==> config.mk <==
export PLATFORM = sky130hd
export DESIGN_NAME = serial_add_ctrl
export DESIGN_NICKNAME = d
export VERILOG_FILES = /design/src/rtl/serial_add_ctrl.sv
export SDC_FILE = /design/constraint.sdc
export NUM_CORES = 1
export LEC_CHECK = 0
export BUFFER_PORTS_ARGS = -buffer_cell sky130_fd_sc_hd__buf_2
export CAP_MARGIN = 30
export CORE_MARGIN = 5
export CORE_UTILIZATION = 51
export DETAILED_ROUTE_END_ITERATION = 10
export PLACE_DENSITY = 0.74
export SLEW_MARGIN = 20
export SYNTH_ARGS = -nofsm -noshare
export SYNTH_HDL_FRONTEND = slang
export SYNTH_SLANG_ARGS = --single-unit
==> constraint.sdc <==
create_clock -name clk -period 3.3 [get_ports clk]
set_clock_uncertainty 0.1 [all_clocks]
set_input_delay 0.66 -clock clk [delete_from_list [all_inputs] [get_ports clk]]
set_output_delay 0.66 -clock clk [all_outputs]
set_load 0.005 [all_outputs]
==> src/rtl/serial_add_ctrl.sv <==
// serial_add_ctrl
//
// Bit-serial adder controller. One 1-bit add datapath (two cascaded half-add
// stages plus a carry flop) is stepped WIDTH times, LSB first, to form the
// full WIDTH-bit sum and carry-out of two operands captured on a start strobe.
//
// Ports
//   clk    rising-edge clock
//   rst    asynchronous, active-high reset
//   start  request to begin an addition; only sampled in IDLE
//   a, b   WIDTH-bit operands, captured on the accepting edge
//   busy   high while bits are being processed (ADD state)
//   done   one-cycle pulse when s/c have just been updated (DONE state)
//   s      registered sum, holds until the next completion
//   c      registered carry-out of the MSB, holds with s

module serial_add_ctrl #(
    parameter int WIDTH = 8   // legal range 2..32
) (
    input  logic             clk,
    input  logic             rst,
    input  logic             start,
    input  logic [WIDTH-1:0] a,
    input  logic [WIDTH-1:0] b,
    output logic             busy,
    output logic             done,
    output logic [WIDTH-1:0] s,
    output logic             c
);

    localparam int CW = $clog2(WIDTH);

    localparam logic [1:0] IDLE = 2'd0;
    localparam logic [1:0] ADD  = 2'd1;
    localparam logic [1:0] DONE = 2'd2;

    localparam logic [CW-1:0] LAST_BIT = CW'(WIDTH - 1);

    logic [1:0]       state;
    logic [WIDTH-1:0] a_sh;
    logic [WIDTH-1:0] b_sh;
    logic [WIDTH-1:0] s_sh;
    logic             cy;
    logic [CW-1:0]    cnt;

    // Bit-step datapath: two half-add stages sharing the carry flop.
    logic p;        // stage 1 sum (propagate)
    logic g;        // stage 1 carry (generate)
    logic sum_bit;  // stage 2 sum
    logic cy_next;

    // NOTE: every output of a combinational block is assigned on every path
    // (here unconditionally) so no latch can be inferred.
    always_comb begin
        p       = a_sh[0] ^ b_sh[0];
        g       = a_sh[0] & b_sh[0];
        sum_bit = p ^ cy;
        cy_next = g | (p & cy);
    end

    // Registered-state decodes: no combinational path from start.
    assign busy = (state == ADD);
    assign done = (state == DONE);

    // NOTE: sequential state uses non-blocking assignments so every flop
    // samples the pre-edge values of the others, independent of statement order.
    // NOTE: the shift registers are plain flops, not a memory array, so they
    // are cleared by reset along with the rest of the state.
    always_ff @(posedge clk or posedge rst) begin
        if (rst) begin
            state <= IDLE;
            a_sh  <= '0;
            b_sh  <= '0;
            s_sh  <= '0;
            cy    <= 1'b0;
            cnt   <= '0;
            s     <= '0;
            c     <= 1'b0;
        end else begin
            case (state)
                IDLE: begin
                    if (start) begin
                        a_sh  <= a;
                        b_sh  <= b;
                        cy    <= 1'b0;
                        cnt   <= '0;
                        state <= ADD;
                    end
                end

                ADD: begin
                    s_sh <= {sum_bit, s_sh[WIDTH-1:1]};
                    a_sh <= a_sh >> 1;
                    b_sh <= b_sh >> 1;
                    cy   <= cy_next;
                    cnt  <= cnt + 1'b1;
                    if (cnt == LAST_BIT) begin
                        // Publish the final bit straight from the datapath so
                        // s/c are valid in the DONE cycle itself.
                        s     <= {sum_bit, s_sh[WIDTH-1:1]};
                        c     <= cy_next;
                        state <= DONE;
                    end
                end

                DONE: begin
                    state <= IDLE;
                end

                default: begin
                    state <= IDLE;
                end
            endcase
        end
    end

endmodule
# After elaboration in Yosys (flattened, before gate mapping)
# Cells that the tools add are included.
[totals]
reg_bits = 39
out_inout_bits = 11
word_cells = 35
[op_classes]
add_sub_neg = 1
n_eq_ne = 5
mux = 11
n_bitwise = 5
reduce_logical = 5
[op_table]
columns = ["op", "n"]
rows = [
  ["$pmux 8 s2", 2],
  ["$mux 8", 2],
  ["$pmux 3 s2", 1],
  ["$reduce_and 2->1", 3],
  ["$mux 2", 2],
  ["$pmux 2 s2", 1],
  ["$add 3x1->3 const B", 1],
  ["$eq 3x3->1 const B", 1],
  ["$mux 3", 1],
  ["$and 1x1->1", 2],
  ["$eq 2x1->1 const B", 1],
  ["$eq 2x2->1 const B", 1],
  ["$logic_not 2->1", 1],
  ["$ne 2x1->1 const B", 1],
  ["$ne 2x2->1 const B", 1],
  ["$pmux 1 s2", 1],
  ["$reduce_bool 2->1", 1],
  ["$xor 1x1->1", 2],
  ["$mux 1", 1],
  ["$or 1x1->1", 1],
]

# Logic depth before layout (Yosys ltp)
[depth]
depth_word = 4
depth_mapped = 5
ltp_nobuf = 4

# Worst setup path before layout
# No wires, ideal clock.
[synth_timing]
path_type = "flip-flop to output port"
start = "register state[1]"
end = "output done"
arrival_time_ns = 0.869
t_required_ns = 2.540
path_slack_ns = 1.671
stages_incl_launch_ff = 4
path_buffers = 2
cell_sequence = "dfrtp_1 > buf_6 > clkbuf_1 > nor2b_1"
[synth_via]
elab_chain_len = 1
[synth_rtl]
columns = ["element", "line", "text"]
rows = [
  ["start, declared", "39", "logic [1:0] state;"],
  ["start signal, assigned", "71", "state <= IDLE;"],
  ["start signal, assigned", "87", "state <= ADD;"],
  ["start signal, assigned", "102", "state <= DONE;"],
  ["$eq 2x2->1", "63", "assign done = (state == DONE);"],
  ["end, declared", "26", "output logic done,"],
]
# Every way passes these cells.

# Worst setup path in the final report
[layout_timing]
start = "register state[0]"
end = "output busy"
[layout_via]
elab_chain_len = 1
[layout_rtl]
columns = ["element", "line", "text"]
rows = [
  ["$eq 2x1->1", "62", "assign busy = (state == ADD);"],
  ["end, declared", "25", "output logic busy,"],
]
# Every way passes these cells.

==> flow_summary.ini <==
[setup_path]
crit_path_start = state[0]
critPathMaxFanout = 27
rr_worst_depth = 3
r2r_setup_slack_ns = 1.10
rr_endpoint = b_sh[4]
worstPathArrival_ns = 1.76
end_kind = output pin
startpoint_type = flop
reg2reg_from = state[0]
critPathRequiredTime_ns = 2.54
timing.critical_path.to = busy
critical_path_class = flop to output pin

[logic_synthesis]
synth_compound_area_frac = 0.106
synth_ff_type = dfrtp_1
yosys-top-cells-area = dfrtp_1, mux2_2, a221oi_1, nor4b_1, inv_1
yosysMostFrequentCell = dfrtp_1
yosysUniqueCellTypes = 20
synth-seq-cells = 38
synth_xor_area_frac = 0
synth_edf_count = 0
muxShareOfSynthArea = 0.113
synth_fp_nets = 155
synth_top_family_by_area = simple AND/OR/NAND/NOR gates
netlist_top_cells_count = dfrtp_1, mux2_2, inv_1
syn_avg_cell_area_um2 = 12.7
ys_seq_area_frac = 0.563
yosys.area_share.simple = 0.114
synthArstFlopShare = 1.00
synth_area_um2 = 1690
synthAdderAreaFrac = 0.0266
synth_top_area_share = 0.563
yosys_warnings = 0
synth_top_area_cell = dfrtp_1
synthCells = 133

[die]
die_y_um = 67.6
initial_utilization = 0.515
core_area_um2 = 3280
dieWidth_um = 67.6
rows = 21
die_area_um2 = 4570
io-pin-count = 30

[placement]
dpl_cell_area_um2 = 1840
port_buffers = 29
gp_congestion = 0.741
dp_hpwl_um = 2170

[global_routing]
grt_pass1_wl_um = 5150
grt-ovfl-total = 0
grt_antenna_before_repair = 0
track_usage = 0.154
grt_pass1_vias = 1146
grt_max_degree = 39

[timing]
setup-tns-final_ns = 0
setup_viol = 0
tightest_slew_ns = 0.875
slew_headroom = 0.416
final_hold_viol_count = 0
finalCritPeriodShare = 0.762
fmax_mhz = 397
rsz0062_at_grt = no
period_minus_slack_ns = 2.52
final-max-slew-violation-count = 0

[final_layout]
design_area_um2 = 1890
nets = 182
post-route-util = 0.577
antenna-diode-count = 0
drive_above_1_share = 0.352
area_growth_pct = 12.1

[clock_tree]
clk_pin_slew_ns = 0.11
cts_buffer_depth = 2
hold_buffers = 0
clkSinkCount = 38
cts_setup_buffers = 0
root_buffer = clkbuf_4
clock_latency_ns = 0.34
cts_tree = done
numCtsBuffers = 5
htree_levels = 2
cts.repair.resized = 0

[routing]
wl_um = 3160
route.vias.total = 1151
wl_per_cell_um = 15.4
viasPerCell = 5.61
drt_iter0_drc = 36
drt.antenna.violating_nets = 0
dr.pass1.iters = 5
drc = 0

[run]
cap_violations = 0

[outcome]
status = finished, final reports clean

[power_and_ir_drop]
p_per_area_nw_per_um2 = 904
ir_drop_uv = 371
p_leak_nw = 0.875

[hold_path]
worstHoldPathType = primary input to asynchronous set/reset pin
power breakdown:
group | internal [mW] | switching, mW | total (mW) | leakage (nW)
clock network | 0.0961 | 0.143 | 0.239 | 0.0302
registers | 0.691 | 0.162 | 0.853 | 0.444
logic | 0.349 | 0.272 | 0.621 | 0.401
cell usage in the layout (no fill, tap or decap), drive strengths merged, types with 2 or more instances in the layout:
cell    count
a221oi     14
a22o        5
buf        31
clkbuf      6
dfrtp      38
ha          2
inv        17
mux2       17
nand2b      3
nor2        6
nor4b      14
final cells by class:
class	count	area (µm²)
sequential	38	951
tap	46	57.6
clock buffer	6	51.3
fill	293	1390
multi-input combinational	67	608
inverter	17	66.3
timing repair buffer	31	160
worst min-delay path by stage:
stage / start / cells after the start / end
detailed placement: c / 1 / c
finish: rst / 3 / s_sh[4]
CTS: rst / 3 / s_sh[4]
global placement: s[3] / 1 / s[3]
floorplan: cnt[1] / 1 / cnt[1]
global route: rst / 3 / s[0]
worst max-delay path, stage by stage, from the launching register on:
cell      delay (ns)
dfrtp_1         0.93
nand2b_4        0.15
inv_4           0.20
buf_2           0.14
metal layers:
metal / GRT usage / vias to the layer above / wire [µm]
met4: 0.0911 / 0 / 93
met5: 0 / - / 0
met3: 0.0433 / 12 / 163
li1: - / 531 / -
met1: 0.198 / 576 / 1380
met2: 0.232 / 32 / 1520
stage by stage:
stage	hold WS, ns	power [mW]	instances	setup slack [ns]
final	0.314	1.71	205	0.784
after global routing	0.349	1.85	205	0.650
after CTS	0.325	1.73	205	0.786
after detailed placement	0.390	1.50	199	1.13
after global placement	0.382	1.45	199	1.23
after floorplan	0.370	1.33	133	1.67
flip-flops by register name, summed over array words and instances, names as in the netlist:
name,flops
a_sh,8
b_sh,8
s,8
s_sh,7
cnt,3
state,2
c,1
cy,1
logic make-up (layout without fill, tap and decap cells):
| kind of cell | Yosys count | after routing |
|---|---|---|
| AND/OR/NAND/NOR | 26 | 26 |
| multiplexers | 17 | 17 |
| flip-flops | 38 | 38 |
| buffers and inverters | 28 | 54 |
| AO/OA/AOI/OAI | 21 | 21 |
| adder cells (fa/ha/maj) | 3 | 3 |
(Power assumes the default switching activity.)
